===== src/rtl/down_counter_timer.sv =====
//------------------------------------------------------------------------------
// Module   : down_counter_timer
// Brief    : Loadable down-counter / countdown timer, one-shot or periodic.
// Revision : 1.0 - initial release
//------------------------------------------------------------------------------
`default_nettype none

module down_counter_timer #(
  parameter int WIDTH = 8
) (
  input  logic             clk,
  input  logic             resetn,
  input  logic             i_load,
  input  logic [WIDTH-1:0] i_load_value,
  input  logic             i_start,
  input  logic             i_enable,
  input  logic             i_periodic,
  input  logic             i_abort,
  output logic [WIDTH-1:0] o_count,
  output logic             o_busy,
  output logic             o_tc,
  output logic             o_done
);

  typedef enum logic [1:0] {
    ST_IDLE = 2'd0,
    ST_RUN  = 2'd1,
    ST_DONE = 2'd2
  } state_t;

  localparam logic [WIDTH-1:0] C_ZERO = '0;
  localparam logic [WIDTH-1:0] C_ONE  = {{(WIDTH-1){1'b0}}, 1'b1};

  state_t           state_q, state_d;
  logic [WIDTH-1:0] count_q, count_d;
  logic [WIDTH-1:0] reload_q, reload_d;
  logic             tc_q, tc_d;
  logic             busy_q, done_q;
  logic [WIDTH-1:0] w_next_val;

  // Same-cycle load bypasses the reload register for both start and reload.
  assign w_next_val = i_load ? i_load_value : reload_q;

  always_comb begin
    state_d  = state_q;
    count_d  = count_q;
    reload_d = reload_q;
    tc_d     = 1'b0;
    if (i_abort) begin
      state_d = ST_IDLE;
    end else if (i_start && (state_q != ST_RUN)) begin
      if (i_load) reload_d = i_load_value;
      if (w_next_val == C_ZERO) begin
        tc_d    = 1'b1;
        count_d = C_ZERO;
        state_d = i_periodic ? ST_IDLE : ST_DONE;
      end else begin
        count_d = w_next_val;
        state_d = ST_RUN;
      end
    end else begin
      if (i_load) begin
        reload_d = i_load_value;
        if (state_q != ST_RUN) begin
          count_d = i_load_value;
          state_d = ST_IDLE;
        end
      end
      if ((state_q == ST_RUN) && i_enable) begin
        if (count_q > C_ONE) begin
          count_d = count_q - C_ONE;
        end else begin
          // Terminal (count of 0 in RUN is unreachable but also treated as terminal, so no wrap).
          tc_d = 1'b1;
          if (i_periodic && (w_next_val != C_ZERO)) begin
            count_d = w_next_val;
          end else begin
            count_d = C_ZERO;
            state_d = ST_DONE;
          end
        end
      end
    end
  end

  always_ff @(posedge clk) begin
    if (!resetn) begin
      state_q  <= ST_IDLE;
      count_q  <= C_ZERO;
      reload_q <= C_ZERO;
      tc_q     <= 1'b0;
      busy_q   <= 1'b0;
      done_q   <= 1'b0;
    end else begin
      state_q  <= state_d;
      count_q  <= count_d;
      reload_q <= reload_d;
      tc_q     <= tc_d;
      busy_q   <= (state_d == ST_RUN);
      done_q   <= (state_d == ST_DONE);
    end
  end

  assign o_count = count_q;
  assign o_busy  = busy_q;
  assign o_tc    = tc_q;
  assign o_done  = done_q;

endmodule

`default_nettype wire


===== config.mk =====
export PLATFORM = sky130hd
export DESIGN_NAME = down_counter_timer
export DESIGN_NICKNAME = d
export VERILOG_FILES = /design/src/rtl/down_counter_timer.sv
export SDC_FILE = /design/constraint.sdc
export NUM_CORES = 1
export LEC_CHECK = 0
export CAP_MARGIN = 40
export CORE_MARGIN = 3
export CORE_UTILIZATION = 47
export DETAILED_ROUTE_END_ITERATION = 8
export PLACE_DENSITY_LB_ADDON = 0.08
export SYNTH_ARGS = -nofsm -noshare
export SYNTH_HDL_FRONTEND = slang
export SYNTH_SLANG_ARGS = --single-unit

===== constraint.sdc =====
create_clock -name clk -period 1.95 [get_ports clk]
set_input_delay 0.585 -clock clk [delete_from_list [all_inputs] [get_ports clk]]
set_output_delay 0.585 -clock clk [all_outputs]
set_load 0.005 [all_outputs]

Word level (Yosys, flattened, before mapping)
Index checks and enable logic that the tools add are counted.

word-level totals
  register bits = 21
  bits in latches = 0
  RAM bits = 0
  bits in read-only memories = 0
  output and inout bits = 11
  word-level logic and storage cells = 44
  memories kept = 0

cells by class
  add/subtract/negate cells = 1
  multipliers = 0
  div/mod/pow operators = 0
  order comparisons = 1
  eq/ne operators = 4
  shift operators = 0
  muxes and demuxes = 21
  bitwise logic cells = 2
  reduce and logical (&&, ||, !) cells = 9

operators by type and width
  kind                                                           count
  2-to-1 mux 8 bit                                               8
  2-to-1 mux 2 bit                                               9
  greater-than comparator 8 x 1 -> 1 bit, second input constant  1
  zero test 8 bit                                                1
  nonzero test 8 bit                                             1
  subtractor 8 x 1 -> 8 bit, second input constant               1
  nonzero test 3 bit                                             2
  equality test 2 x 1 -> 1 bit, second input constant            2
  2-to-1 mux 1 bit                                               4
  logical AND 1 bit                                              3
  AND reduction 3 bit                                            1
  equality test 2 bit, second input constant                     1
  != test 2 x 1 -> 1 bit, second input constant                  1
  NOT 1 bit                                                      2
  OR reduction 2 bit                                             1

Logic depth before layout (Yosys ltp)
  depth in word-level cells = 9
  mapped depth = 7
  mapped depth without buffers = 7

Worst setup path before layout
Ideal clock, no wire load.

  path type = in2reg
  from = input i_load
  to = register count_q[4] (netlist: o_count[4])
  arrival time = 1.911 ns
  path slack = -0.078 ns
  stages on the path = 6
  cells stage by stage = buf_2 or4b_1 o22ai_1 and2_1 o21ai_1 a22o_1

on the way
  cells in the longest elaborated chain, start to end = 7
  elaborated cells between the ends (all ways) = 11
  classes of those cells = 6 x mux; 5 x reduce/logical

RTL lines
  item                    line  source
  start: declaration      13    input logic i_load,
  2-to-1 mux 8 bit        n/a
  nonzero test 8 bit      75    if (i_periodic && (w_next_val != C_ZERO)) begin
  logical AND 1 bit       75
  2-to-1 mux 8 bit        75
  2-to-1 mux 8 bit        70    if (count_q > C_ONE) begin
  2-to-1 mux 8 bit        69    if ((state_q == ST_RUN) && i_enable) begin
  2-to-1 mux 8 bit        51    end else if (i_start && (state_q != ST_RUN)) begin
  end signal: assignment  96    count_q <= count_d;
  end: declaration        35    logic [WIDTH-1:0] count_q, count_d;

Several ways; a longest one is shown, not always the timed one.
A chain may end at the register's enable or synchronous reset.

Final worst setup path
  from = register count_q[2] (netlist: o_count[2])
  to = register count_q[0] (netlist: o_count[0])

on the way
  cells in the longest elaborated chain, start to end = 4

RTL lines
  item                                    line
  greater-than comparator 8 x 1 -> 1 bit  70
  2-to-1 mux 8 bit                        70
  2-to-1 mux 8 bit                        69
  2-to-1 mux 8 bit                        51

Every way passes these cells.

==> results.md <==
- Final WL: 4420 um
- Filler instances: 222
- Remaining Overflow, GRT: 0
- Hold Path Class: reg -> reg
- I/O pins: 26
- P_int: 0.000765 W
- Final ANT Viol Nets: 0
- Longest Clk Path Bufs: 2
- Clk pwr share: 0.189
- DR vias: 1579
- Failing checks: negative setup slack
- Reg-to-reg setup timing slack: -0.008 ns
- Slew headroom: 0.724
- Final Cycle Share: 1.00
- Reg power frac: 0.419
- Reg2reg start: o_count[2]
- FMAX: 511 MHz
- Max-Cap Viols: 0
- Sequential share of the synthesized area: 0.292
- Crit path from: o_count[2]
- CP arrival: 2.20 ns
- Clock latency on the worst-skew pair: 0.30 ns
- CTS buffer count: 3
- Critical path class: reg -> reg
- Average size of a mapped cell: 8.36 um^2
- CTS Hold Bufs: 0
- First-pass GRT wire length: 7210 um
- Die W: 61.3 um
- Design Power: 0.00114 W
- RSZ-0062 raised after global routing: true
- Post-synthesis cell type count: 55
- Largest net degree at the start of global routing: 13
- Max Clock Skew: 0.00243 ns
- Post-DP HPWL: 3380 um
- DR iter-0 viols: 84
- Ordered list of cells on the worst path: or3_4 -> nor4_4 -> nand2_2 -> or4_1 -> a21boi_1
- Synthesized area: 1440 um^2
- Critical path launch point type: register
- Final WS setup: -0.00847 ns
- Antenna violations before repair: 0
- Final non-filler cell total: 272
- Htree depth: 1
- Antenna diodes: 0
- Post-place setup slack: -0.505 ns
- Synthesized flop and latch total: 21
- PwrDens: 534 nW/um^2
- Final Max Slew Viols: 0
- Post-synth EDFFs: 0
- Root Driver: clkbuf_4
- DR vias/cell: 5.81
- Sw frac: 0.327
- Crit end category: register
- Die Ht: 61.3 um
- Core Box Area: 2830 um^2
- TritonCTS clock tree: done
- Initial core utilization: 0.508
- Final Hold Viols: 0
- Ys async rst share: 0
- Gate power share: 0.392
- # DRC: 0
- Top FF cell, synth: dfxtp_1
- IO buf count: 25
- Net count, final: 259
- Post-layout minimum cycle time: 1.96 ns
- CTS clk-pin slew, worst paths: 0.12 ns
- CP Max Fanout: 4
- DIE AREA: 3760 um^2
- FF-to-FF End: o_count[0]
- Hold wc startpoint: reload_q[6]
- DP Cell Count: 261
- Yosys warns: 0
- VDD IR-drop max: 0.434 mV
- P_leak: 0.904 nW
- CP required: 2.19 ns
- Worst Reg2Reg Path Length in Cells: 5
- Row cnt: 19
- Cell count after synthesis: 172
- Hold path endpoint: reload_q[6]
- Placed cell area: 2010 um^2
- Placer Congestion: 0.916
- DR pass1 iterations: 4
- Final setup fails: 2
- CTS sink cnt: 21
- Total track usage: 0.257
- Status: finished, violations left
- Area growth, synth to finish: 48.2%
- Design Area, Final: 2130 um^2
- Share of cells above drive strength 1: 0.324
- Hold path depth: 2
- Synthesized Nets: 189
- NetSw: 0.000372 W
- Worst Max-Slew Pin Slew: 0.403 ns
- Worst path slowest cell: or4_1
- Largest stage delay, worst path: 0.50 ns
- Vias in the first global route: 1530
- Avg WL per Cell: 16.2 um
power by group through the flow:
stage          logic, W  registers, W  clock network (W)
3_3_place_gp   0.000402      0.000486                  0
4_1_cts        0.000433      0.000475           0.000223
3_5_place_dp   0.000411      0.000487                  0
5_1_grt        0.000483      0.000481           0.000239
2_1_floorplan  0.000214      0.000491                  0
6_report       0.000446      0.000477           0.000215
synth_stat cells (2+ instances only):
cell,count,area [um^2]
a21boi_1,3,22.5
a21oi_1,7,35.0
a221oi_1,3,26.3
a22o_1,2,17.5
and2_1,3,18.8
and3_1,2,12.5
and3b_1,2,17.5
clkbuf_1,6,22.5
dfxtp_1,21,420
ha_1,2,25.0
inv_1,6,22.5
mux2_2,2,22.5
mux2i_1,10,100
nand2_1,12,45.0
nand2b_1,3,18.8
nand3_1,2,10.0
nor2_1,10,37.5
nor2b_1,8,50.1
nor3_1,7,35.0
nor3b_1,2,15.0
o211a_1,2,20.0
o211ai_1,3,22.5
o21a_1,2,15.0
o21ai_0,11,55.1
o21ai_1,4,20.0
o22ai_1,3,18.8
or3_4,2,22.5
or4_1,3,22.5
or4_4,2,22.5
xnor2_1,2,17.5
layer usage:
metal	global-route usage	part of all wire
met4	0.0836	0.013
met5	0	0
met1	0.337	0.44
met2	0.435	0.49
met3	0.0314	0.054
layout by cell type, fill, tap and decap left out, drive strengths merged, types with 3 or more instances in the layout:
cell type      count
dfxtp             21
nor2b              8
o211ai             3
nor2              10
o21ai             15
nand2b             3
or4                5
mux2i             10
dlygate4sd2        9
a21oi              7
and2               4
a21boi             4
nand2             12
clkdlybuf4s50     15
inv                6
o22ai              3
a221oi             3
nor3               7
clkbuf             3
buf               48
kinds of logic after synthesis:
group / count (synthesis) / share of synthesized area
and+or+nand+nor: 65 / 0.269
AOI/OAI and AO/OA: 56 / 0.284
DFF: 21 / 0.292
buffers and inverters: 14 / 0.0400
muxes: 12 / 0.0853
xor gates and xnor gates: 2 / 0.0122
adders and majority gates: 2 / 0.0174
stage by stage:
| step | TNS (ns) | utilization | hold slack, ns |
|---|---|---|---|
| 4_1_cts | -0.0609 | 0.744 | 0.571 |
| 3_5_place_dp | -6.17 | 0.710 | 0.551 |
| 6_report | -0.0122 | 0.753 | 0.564 |
| 2_1_floorplan | 0 | - | 0.501 |
| 3_3_place_gp | -5.78 | 0.710 | 0.535 |
| 5_1_grt | -0.330 | 0.753 | 0.606 |
flip-flops by register name, summed over array words and instances, names as in the netlist:
register,flops
o_busy,1
o_count,8
o_done,1
o_tc,1
reload_q,8
state_q,2
layout make-up:
cell class,count,area (um^2),area share
clock buffer,3,22.5,0.0106
clock inverter,1,5.00,0.00235
inverter,6,22.5,0.0106
multi-input combinational,137,1010,0.474
sequential,21,429,0.201
tap,31,38.8,0.0182
timing repair buffer,73,602,0.282
worst max-delay path, delay by kind of cell, from the launching register on:
| family | cells | cell delay [ns] |
|---|---|---|
| flops | 1 | 0.35 |
| compound gates | 1 | 0.16 |
| simple gates | 4 | 1.40 |
how the worst max path moves through the flow:
| stage | slack, ns | depth (start not counted) | endpoint |
|---|---|---|---|
| final | -0.008 | 5 | o_count[0] |
| after global routing | -0.07 | 5 | o_done |
| after CTS | -0.04 | 5 | o_done |
| after detailed placement | -0.50 | 6 | o_count[2] |
| after global placement | -0.49 | 6 | o_count[2] |
| after floorplan | 0.02 | 6 | o_count[4] |
timing repair:
action,in CTS,in global routing
resized for setup,16,10
buffers inserted,7,0
pin swaps,13,8
gates cloned,0,0
setup endpoints to repair,13,12
(Power assumes the default switching activity.)
